### src/rtl/dual_issue_scheduler_pkg.sv
// Shared types for the dual-issue scheduler: issue payload, pipe select,
// FSM states, scoreboard entries and a source-match helper.
package dual_issue_scheduler_pkg;

   localparam int unsigned REG_W = 7;   // register address width
   localparam int unsigned OP_W  = 11;  // opcode width
   localparam int unsigned LAT_W = 3;   // result latency width (1..7)

   // Target execution pipe
   typedef enum logic {
      EVEN = 1'b0,
      ODD  = 1'b1
   } pipe_t;

   // Decoded instruction as handed over by decode
   typedef struct packed {
      logic             vld;        // slot holds an instruction
      logic [OP_W-1:0]  opcode;     // opcode passed through to the pipes
      logic [REG_W-1:0] rt;         // destination register
      logic [REG_W-1:0] ra;         // source A
      logic [REG_W-1:0] rb;         // source B
      logic [REG_W-1:0] rc;         // source C
      logic [6:0]       I7;         // immediate fields
      logic [9:0]       I10;
      logic [15:0]      I16;
      logic [17:0]      I18;
      logic [LAT_W-1:0] lat;        // stage at which rt becomes forwardable
      pipe_t            pipe;       // even or odd pipe
      logic             uses_ra;    // source A is read
      logic             uses_rb;    // source B is read
      logic             uses_rc;    // source C is read
      logic             writes_rt;  // rt is written
   } issue_t;

   localparam issue_t NOP_ISSUE = issue_t'('0);

   // Buffer occupancy
   typedef enum logic [1:0] {
      EMPTY  = 2'd0,
      PAIR   = 2'd1,
      SECOND = 2'd2
   } state_t;

   // One in-flight destination in a pipe stage
   typedef struct packed {
      logic             vld;
      logic [REG_W-1:0] rt;
      logic [LAT_W-1:0] lat;
   } sb_entry_t;

   // True when the instruction reads register r through any used source
   function automatic logic reads_reg(input issue_t ins, input logic [REG_W-1:0] r);
      return (ins.uses_ra && (ins.ra == r)) ||
             (ins.uses_rb && (ins.rb == r)) ||
             (ins.uses_rc && (ins.rc == r));
   endfunction

endpackage

### src/rtl/dual_issue_scheduler_issue_scoreboard.sv
// In-flight destination tracker for both pipes.
// Ports:
//   clock, reset            : clock, synchronous active-high reset
//   ev_push/ev_rt/ev_lat    : even-pipe issue of a register writer this edge
//   od_push/od_rt/od_lat    : odd-pipe issue of a register writer this edge
//   q0_src/q0_use           : three source registers and their use bits, query 0
//   q1_src/q1_use           : same for query 1
//   q0_blk/q1_blk           : query has a source that is not yet forwardable
module issue_scoreboard
   import dual_issue_scheduler_pkg::*;
#(
   parameter int unsigned STAGES = 7
) (
   input  logic                  clock,
   input  logic                  reset,
   input  logic                  ev_push,
   input  logic [REG_W-1:0]      ev_rt,
   input  logic [LAT_W-1:0]      ev_lat,
   input  logic                  od_push,
   input  logic [REG_W-1:0]      od_rt,
   input  logic [LAT_W-1:0]      od_lat,
   input  logic [2:0][REG_W-1:0] q0_src,
   input  logic [2:0]            q0_use,
   input  logic [2:0][REG_W-1:0] q1_src,
   input  logic [2:0]            q1_use,
   output logic                  q0_blk,
   output logic                  q1_blk
);

   // Index s holds pipe stage s+1
   sb_entry_t ev_q [STAGES];
   sb_entry_t od_q [STAGES];

   // Entry at 1-based stage blocks src until the stage reaches its latency
   function automatic logic hit(input sb_entry_t e, input int unsigned stage,
                                input logic [REG_W-1:0] src);
      return e.vld && (e.rt == src) && (stage < 32'(e.lat));
   endfunction

   // Shift registers: new entries enter stage 1, oldest falls off after the last stage
   always_ff @(posedge clock) begin
      if (reset) begin
         for (int unsigned s = 0; s < STAGES; s++) begin
            ev_q[s] <= sb_entry_t'('0);
            od_q[s] <= sb_entry_t'('0);
         end
      end else begin
         ev_q[0] <= '{vld: ev_push, rt: ev_rt, lat: ev_lat};
         od_q[0] <= '{vld: od_push, rt: od_rt, lat: od_lat};
         for (int unsigned s = 1; s < STAGES; s++) begin
            ev_q[s] <= ev_q[s-1];
            od_q[s] <= od_q[s-1];
         end
      end
   end

   // RAW lookup for both queries against both pipes
   always_comb begin
      q0_blk = 1'b0;
      q1_blk = 1'b0;
      for (int unsigned s = 0; s < STAGES; s++) begin
         for (int unsigned k = 0; k < 3; k++) begin
            if (q0_use[k] && (hit(ev_q[s], s + 1, q0_src[k]) ||
                              hit(od_q[s], s + 1, q0_src[k])))
               q0_blk = 1'b1;
            if (q1_use[k] && (hit(ev_q[s], s + 1, q1_src[k]) ||
                              hit(od_q[s], s + 1, q1_src[k])))
               q1_blk = 1'b1;
         end
      end
   end

endmodule

### src/rtl/dual_issue_scheduler.sv
// In-order dual-issue controller: buffers one decoded pair, issues each
// instruction to its pipe once its sources are forwardable, splits pairs on
// structural or intra-pair hazards, and drops buffered work on flush.
// Ports:
//   clock, reset         : clock, synchronous active-high reset
//   pair_valid/ready     : decode handshake, pair taken when both high
//   slot0_in, slot1_in   : older / younger instruction (slot1 vld=0 -> single)
//   flush                : branch-taken flush, discards buffered work
//   ep_out, ep_valid     : registered even-pipe issue
//   op_out, op_valid     : registered odd-pipe issue
//   stall_cnt            : saturating count of buffered-but-idle cycles
module dual_issue_scheduler
   import dual_issue_scheduler_pkg::*;
#(
   parameter int unsigned STAGES = 7,
   parameter int unsigned CNT_W  = 32
) (
   input  logic             clock,
   input  logic             reset,
   input  logic             pair_valid,
   output logic             pair_ready,
   input  issue_t           slot0_in,
   input  issue_t           slot1_in,
   input  logic             flush,
   output issue_t           ep_out,
   output logic             ep_valid,
   output issue_t           op_out,
   output logic             op_valid,
   output logic [CNT_W-1:0] stall_cnt
);

   state_t           state_q, state_d;
   issue_t           b0_q, b0_d;
   issue_t           b1_q, b1_d;
   issue_t           ep_q, ep_d;
   issue_t           op_q, op_d;
   logic             ep_vld_q, ep_vld_d;
   logic             op_vld_q, op_vld_d;
   logic [CNT_W-1:0] stall_q, stall_d;

   logic             blk0, blk1;
   logic             pair_ok;
   logic             issue0, issue1;
   logic             all_issue;
   logic             accept;

   // RAW lookup: query 0 is B0, query 1 is B1; pushes follow the routed issue
   issue_scoreboard #(
      .STAGES (STAGES)
   ) u_sb (
      .clock   (clock),
      .reset   (reset),
      .ev_push (ep_vld_d && ep_d.writes_rt),
      .ev_rt   (ep_d.rt),
      .ev_lat  (ep_d.lat),
      .od_push (op_vld_d && op_d.writes_rt),
      .od_rt   (op_d.rt),
      .od_lat  (op_d.lat),
      .q0_src  ({b0_q.rc, b0_q.rb, b0_q.ra}),
      .q0_use  ({b0_q.uses_rc, b0_q.uses_rb, b0_q.uses_ra}),
      .q1_src  ({b1_q.rc, b1_q.rb, b1_q.ra}),
      .q1_use  ({b1_q.uses_rc, b1_q.uses_rb, b1_q.uses_ra}),
      .q0_blk  (blk0),
      .q1_blk  (blk1)
   );

   // State register and registered outputs
   always_ff @(posedge clock) begin
      if (reset) begin
         state_q  <= EMPTY;
         b0_q     <= NOP_ISSUE;
         b1_q     <= NOP_ISSUE;
         ep_q     <= NOP_ISSUE;
         op_q     <= NOP_ISSUE;
         ep_vld_q <= 1'b0;
         op_vld_q <= 1'b0;
         stall_q  <= '0;
      end else begin
         state_q  <= state_d;
         b0_q     <= b0_d;
         b1_q     <= b1_d;
         ep_q     <= ep_d;
         op_q     <= op_d;
         ep_vld_q <= ep_vld_d;
         op_vld_q <= op_vld_d;
         stall_q  <= stall_d;
      end
   end

   // Issue decision, handshake, routing and stall counting
   always_comb begin
      issue0    = 1'b0;
      issue1    = 1'b0;
      all_issue = 1'b0;
      ep_d      = NOP_ISSUE;
      op_d      = NOP_ISSUE;
      ep_vld_d  = 1'b0;
      op_vld_d  = 1'b0;
      stall_d   = stall_q;

      // B1 may join B0 only on the other pipe with no RAW/WAW against B0
      pair_ok = (b1_q.pipe != b0_q.pipe) &&
                !(b0_q.writes_rt && reads_reg(b1_q, b0_q.rt)) &&
                !(b0_q.writes_rt && b1_q.writes_rt && (b1_q.rt == b0_q.rt));

      if (!reset && !flush) begin
         case (state_q)
            PAIR: begin
               issue0    = !blk0;
               issue1    = !blk0 && pair_ok && !blk1;
               all_issue = issue0 && issue1;
            end
            SECOND: begin
               issue1    = !blk1;
               all_issue = issue1;
            end
            default: ;
         endcase
      end

      pair_ready = !reset && !flush && ((state_q == EMPTY) || all_issue);
      accept     = pair_valid && pair_ready;

      if (issue0) begin
         if (b0_q.pipe == EVEN) begin
            ep_d     = b0_q;
            ep_vld_d = 1'b1;
         end else begin
            op_d     = b0_q;
            op_vld_d = 1'b1;
         end
      end
      if (issue1) begin
         if (b1_q.pipe == EVEN) begin
            ep_d     = b1_q;
            ep_vld_d = 1'b1;
         end else begin
            op_d     = b1_q;
            op_vld_d = 1'b1;
         end
      end

      if ((state_q != EMPTY) && !issue0 && !issue1 && !flush && (stall_q != '1))
         stall_d = stall_q + CNT_W'(1);
   end

   // Next state and buffer contents
   always_comb begin
      state_d = state_q;
      b0_d    = b0_q;
      b1_d    = b1_q;

      if (flush) begin
         state_d = EMPTY;
         b0_d    = NOP_ISSUE;
         b1_d    = NOP_ISSUE;
      end else begin
         case (state_q)
            PAIR: begin
               if (issue0 && issue1) state_d = EMPTY;
               else if (issue0)      state_d = SECOND;
            end
            SECOND: begin
               if (issue1) state_d = EMPTY;
            end
            default: ;
         endcase

         // Accept only happens when the buffer is empty or fully drains now
         if (accept) begin
            if (slot1_in.vld) begin
               state_d = PAIR;
               b0_d    = slot0_in;
               b1_d    = slot1_in;
            end else begin
               state_d = SECOND;
               b0_d    = NOP_ISSUE;
               b1_d    = slot0_in;
            end
         end
      end
   end

   assign ep_out    = ep_q;
   assign op_out    = op_q;
   assign ep_valid  = ep_vld_q;
   assign op_valid  = op_vld_q;
   assign stall_cnt = stall_q;

endmodule

### config.mk
export PLATFORM = sky130hd
export DESIGN_NAME = dual_issue_scheduler
export DESIGN_NICKNAME = d
export VERILOG_FILES = /design/src/rtl/dual_issue_scheduler_pkg.sv /design/src/rtl/dual_issue_scheduler_issue_scoreboard.sv /design/src/rtl/dual_issue_scheduler.sv
export SDC_FILE = /design/constraint.sdc
export NUM_CORES = 1
export LEC_CHECK = 0
export CELL_PAD_IN_SITES_DETAIL_PLACEMENT = 1
export CELL_PAD_IN_SITES_GLOBAL_PLACEMENT = 2
export CORE_MARGIN = 3
export CORE_UTILIZATION = 35
export DETAILED_ROUTE_END_ITERATION = 8
export PLACE_DENSITY = 0.94
export SYNTH_ARGS = -nofsm -noshare
export SYNTH_HDL_FRONTEND = slang
export SYNTH_SLANG_ARGS = --single-unit
### constraint.sdc
create_clock -name clock -period 6.1 [get_ports clock]
set_input_delay 1.22 -clock clock [delete_from_list [all_inputs] [get_ports clock]]
set_output_delay 1.22 -clock clock [all_outputs]
set_load 0.02 [all_outputs]
---- After elaboration in Yosys (flattened, before gate mapping) ----
Memories as Yosys holds them, arrays and structs flattened.
Cells that the tools add are included.
word-level totals
  memories kept ........................... 2
  bits in writable memories ............... 154
  bits in registers ....................... 432
  word-level logic and storage cells ...... 515
  bits of input ports ..................... 202
cells by class
  reduce and logical (&&, ||, !) cells .... 253
  mux-type cells .......................... 83
  bitwise gates (word level) .............. 14
  add/sub/neg operators ................... 1
  magnitude comparators ................... 12
  equal/unequal tests ..................... 82
memory list
  name       words  bits a word  rd ports  clocked after Yosys merged registers in  write ports  RTL line                                     RTL
  u_sb.ev_q  7      11           6         0                                        7            dual_issue_scheduler_issue_scoreboard.sv:31  sb_entry_t ev_q [STAGES];
  u_sb.od_q  7      11           6         0                                        7            dual_issue_scheduler_issue_scoreboard.sv:32  sb_entry_t od_q [STAGES];
operators with widths
  operator                                                    number
  two-way mux 99 bit                                          10
  equality test 7 bit                                         76
  logical AND 1 bit                                           201
  two-way mux 11 bit                                          14
  two-way mux 1 bit                                           51
  logical OR 1 bit                                            39
  adder 32 x 1 -> 32 bit (second input constant)              1
  != test 32 bit (second input constant)                      1
  less-than comparator 3 bit (first input constant)           6
  bitwise OR 1 bit                                            14
  less-than comparator 2 x 3 -> 1 bit (first input constant)  4
  two-way mux 2 bit                                           5
  logical NOT 1 bit                                           8
  less-than comparator 1 x 3 -> 1 bit (first input constant)  2
  != test 4 bit (second input constant)                       1
  case mux 1 bit (2 select lines)                             2
  case mux 2 bit (2 select lines)                             1
  != test 3 bit (second input constant)                       1
  AND reduction 3 bit                                         1
  nonzero test 3 bit                                          1
  equality test 2 x 1 -> 1 bit (second input constant)        1
  equality test 2 bit (second input constant)                 1
  logical NOT 2 bit                                           1
  nonzero test 2 bit                                          1
  other kinds (2)                                             2

---- Depth between registers and ports, before layout ----
  depth in word-level cells ............... 34
  depth in mapped cells ................... 15

---- Hierarchy ----
A second synthesis with hierarchy kept.
second synthesis, totals
  cell total of the unflattened synthesis .. 3187
  area, all modules ....................... 27321.2 µm²
modules (own cells, without submodules)
  module                cells an instance  seq. area each (µm²)  area an instance (µm²)  instances
  dual_issue_scheduler  2041               8608.3                17187.7                 1
  issue_scoreboard      1146               2642.5                10133.5                 1

---- Least setup slack after synthesis ----
OpenSTA, ideal clock, no wires.
  kind .................................... input to output
  start point ............................. input flush
  end point ............................... output pair_ready
  arrival time ............................ 2984 ps
  required time ........................... 4880 ps
  stages on the path ...................... 7
  slack ................................... 1896 ps
  buffers on the path ..................... 0
  cells stage by stage .................... nor2_1 -> nand2_1 -> a2111oi_0 -> nand4_1 -> a221oi_4 -> a21oi_1 -> nor2_1
on the way
  cells in the longest elaborated chain, start to end .. 5
RTL lines
  item                   RTL line                                                  RTL
  start: declaration     dual_issue_scheduler.sv:24                                input logic flush,
  logical NOT 1 bit (*)  dual_issue_scheduler.sv:106, dual_issue_scheduler.sv:121
  logical AND 1 bit (*)  dual_issue_scheduler.sv:106, dual_issue_scheduler.sv:121
  two-way mux 1 bit      dual_issue_scheduler.sv:106                               if (!reset && !flush) begin
  logical OR 1 bit       dual_issue_scheduler.sv:121                               pair_ready = !reset && !flush && ((state_q == EMPTY) || all_issue);
  logical AND 1 bit (*)  dual_issue_scheduler.sv:121
  end: declaration       dual_issue_scheduler.sv:21                                output logic pair_ready,
Every way passes the cells marked *; elsewhere a longest branch is shown, timed or not.

---- Worst setup path after layout ----
  start point ............................. register b0_q[72] (netlist name)
  end point ............................... output pair_ready
on the way
  cells in the longest elaborated chain, start to end .. 30
RTL lines
  item                                 RTL line                                                  RTL
  start: declaration                   dual_issue_scheduler.sv:33                                issue_t b0_q, b0_d;
  start signal: assignment             dual_issue_scheduler.sv:71                                b0_q <= NOP_ISSUE;
  start signal: assignment             dual_issue_scheduler.sv:80                                b0_q <= b0_d;
  equality test 7 bit                  dual_issue_scheduler_issue_scoreboard.sv:37               return e.vld && (e.rt == src) && (stage < 32'(e.lat));
  logical AND 1 bit (2 in series)      dual_issue_scheduler_issue_scoreboard.sv:37
  logical OR 1 bit                     dual_issue_scheduler_issue_scoreboard.sv:63               if (q0_use[k] && (hit(ev_q[s], s + 1, q0_src[k]) ||
  logical AND 1 bit                    dual_issue_scheduler_issue_scoreboard.sv:63
  two-way mux 1 bit (15 in series)     dual_issue_scheduler_issue_scoreboard.sv:63
  two-way mux 1 bit (*) (2 in series)  dual_issue_scheduler_issue_scoreboard.sv:63
  logical NOT 1 bit (*)                dual_issue_scheduler.sv:109, dual_issue_scheduler.sv:110
  logical AND 1 bit (2 in series)      dual_issue_scheduler.sv:110                               issue1 = !blk0 && pair_ok && !blk1;
  logical AND 1 bit (*)                dual_issue_scheduler.sv:111                               all_issue = issue0 && issue1;
  case mux 1 bit (2 select lines) (*)  dual_issue_scheduler.sv:107                               case (state_q)
  two-way mux 1 bit (*)                dual_issue_scheduler.sv:106
  logical OR 1 bit (*)                 dual_issue_scheduler.sv:121
  logical AND 1 bit (*)                dual_issue_scheduler.sv:121
Marked as above.

==> metrics.yaml <==
crit_slowest_cell: "dfxtp_1"
status: "completed"
worstPathArrival_ns: 4.63
hold_path_class: "reg -> reg"
hold_depth: 1
critPathKind: "reg -> out"
layout-drive-gt1-share: 0.103
num_rows: 101
die-area_mm2: 0.0810
setup_violations: 0
cts_resized: 0
design_area_mm2: 0.0335
nets: 3507
clock_skew_ns: 0.0227
globalplace.congestion: 0.978
grt_pass1_wl_um: 155000
numClockSinks: 542
synth_edf_count: 0
ys_seq_area_frac: 0.399
start_util: 0.356
leakagePower_nw: 14.0
worstSetupStartpointType: "flop"
worst_slew_pin_slew_ns: 1.13
die_y_um: 285
io_pins: 435
ff2ff_setup_slack_ns: 1.23
post_drt_via_cell_ratio: 5.41
yosys.area.top_type: "dfxtp_1"
synth_common_cells: "dfxtp_1, xor2_1, nand3_1"
coreArea_mm2: 0.0765
hold_end: "u_sb.ev_q[0][55]"
cp.buffers_inverters: 2
avgSynthCellArea_um2: 8.77
postSynth.asyncResetShare: 0
synth_cell_type_count: 60
cp_max_fo: 13
rr_startpoint: "b0_q[72]"
endpoint_kind: "output port"
syn-instance-count: 3099
synth_fp_nets: 3305
vias: 23700
rsz0062_at_grt: "no"
clk_latency_ns: 0.62
die_width_um: 285
tritoncts: "done"
clock_path_buffers: 3
crit_chain: "buf_4, xor2_1, nor4_1, nand4_1, o22ai_1, o41ai_1, nand4_2, o21ai_4, a21oi_1, nor2_1, buf_4"
tns_ns: 0
syn_to_final_growth_pct: 23.4
overflow: 0
dp_hpwl_um: 71100
path_common_cell: "buf_4"
clkSlewWorstSetupHoldPaths_ns: 0.06
r2r-end: "b0_q[90]"
critical_path_required_ns: 4.88
grt_pass1_vias: 24700
finalHoldViolations: 0
synth_area_leaders: "dfxtp_1, xor2_1, nand3_1"
slew_headroom: 0.242
drtPass1Iterations: 5
cap_violations: 0
synth.most_common_cell: "dfxtp_1"
synth_top_area_frac: 0.399
synth_ff_type: "dfxtp_1"
slew_viol_final: 0
fin_crit_ns: 5.85
period_share: 0.960
track_usage: 0.245
yosysWarningCount: 0
htreeDepth: 2
cp_top_family: "compound AO/OA/AOI/OAI gates"
antenna_found_initial: 14
post_drt_wl_per_cell_um: 23.6
drc_errors: 0
dpl_cell_area_mm2: 0.0316
drt_wl_total_um: 103000
syn_area_mm2: 0.0272
power_density_mw_per_mm2: 243
ir_drop_mv: 0.222
grt_max_degree: 124
first_iter_violations: 1547
critPathMaxStageDelay_ns: 1.04
power.total_mw: 8.17
ctsHoldBuffers: 0
place_inst: 4273
final_cells: 4377
ys_seq_elements: 542
numCtsBuffers: 56
drt.antenna.violating_nets: 0
port_buffers: 433
worstHoldStart: "u_sb.ev_q[0][44]"
postCtsSetupBuffers: 0
r2r_cells: 12
clockRootBuffer: "clkbuf_16"
fmax_mhz: 171
where the power goes:
group          internal (mW)  switching, mW  total [mW]
clock                   2.15           1.48        3.62
combinational          0.361          0.505       0.866
sequential              3.60         0.0803        3.68
total                   6.10           2.06        8.17
metal layers:
layer	wire length, um	vias to the layer above	GRT usage
met4	4920	20	0.104
met1	39300	11800	0.280
met2	50200	849	0.424
met3	8590	303	0.0719
met5	142	-	0
li1	-	10800	-
state kept, by name (all words and copies together), names as in the netlist:
name / cells
stall_cnt: 32
u_sb.ev_q: 58
b0_q: 99
ep_valid: 1
state_q: 2
u_sb.od_q: 58
ep_out: 96
op_out: 97
b1_q: 99
how the worst max path moves through the flow:
stage / startpoint / to / slack [ns] / depth (start not counted)
after floorplan: flush / pair_ready / 1.90 / 7
after global placement: flush / pair_ready / 0.60 / 10
after detailed placement: flush / pair_ready / 0.44 / 10
after CTS: b0_q[72] / pair_ready / 0.29 / 11
after global routing: b0_q[72] / pair_ready / 0.10 / 11
final: b0_q[72] / pair_ready / 0.25 / 11
per-stage QoR:
step,util,hold WS (ns),setup WS (ns)
after floorplan,-,0.414,1.90
after global routing,0.439,0.464,0.102
after detailed placement,0.414,0.426,0.435
after CTS,0.439,0.442,0.289
after global placement,0.414,0.424,0.598
final,0.439,0.436,0.245
cell type report:
type | count | area (um^2)
fillers | 8804 | 42900
multi-input cells | 2071 | 14000
flip-flops and latches | 542 | 10900
repair buffers | 516 | 5060
clock buffers | 79 | 1590
well taps | 1030 | 1290
inverters | 114 | 428
clock inverters | 22 | 332
diodes | 3 | 7.51
cells in the final DEF (no fill, tap or decap), drive strengths merged, types with 2 or more instances in the layout:
cell type      instances
clkinv                11
nand3                246
bufinv                 8
or2                    2
diode                  3
mux2i                 99
nor2                 237
and3                   8
nand4                 60
o2111ai                3
o211ai                 3
nand2b                 2
nand2                129
a21oi                116
xnor2                131
clkbuf                80
mux2                  18
o22ai                  7
and2                   2
a21o                   7
a211oi               100
o311ai                 2
nor2b                129
o21ai                111
a22oi                  4
clkdlybuf4s50        430
nor4                  83
a31o                 101
ha                     4
and4                   3
o41ai                  3
a31oi                  2
xor2                 403
inv                  116
dfxtp                542
or4                    6
nor3                  36
buf                   85
kinds of logic after synthesis:
| family | after synthesis | share of synthesized area |
|---|---|---|
| AO/OA/AOI/OAI | 469 | 0.122 |
| multiplexers | 117 | 0.0439 |
| XOR/XNOR | 534 | 0.172 |
| adder cells (fa/ha/maj) | 4 | 0.00184 |
| flip-flops | 542 | 0.399 |
| other | 1 | 0.000138 |
| buffers and inverters | 486 | 0.0882 |
| AND/OR/NAND/NOR | 946 | 0.172 |
worst register-to-register path, delay by kind of cell (launching register included):
kind,cells,cell delay (ns)
AO/OA/AOI/OAI,4,1.45
AND/OR/NAND/NOR,5,1.22
flip-flops,1,1.04
buffers and inverters,2,0.87
XOR/XNOR,1,0.23
No activity file was read; power rests on OpenSTA's default activity.
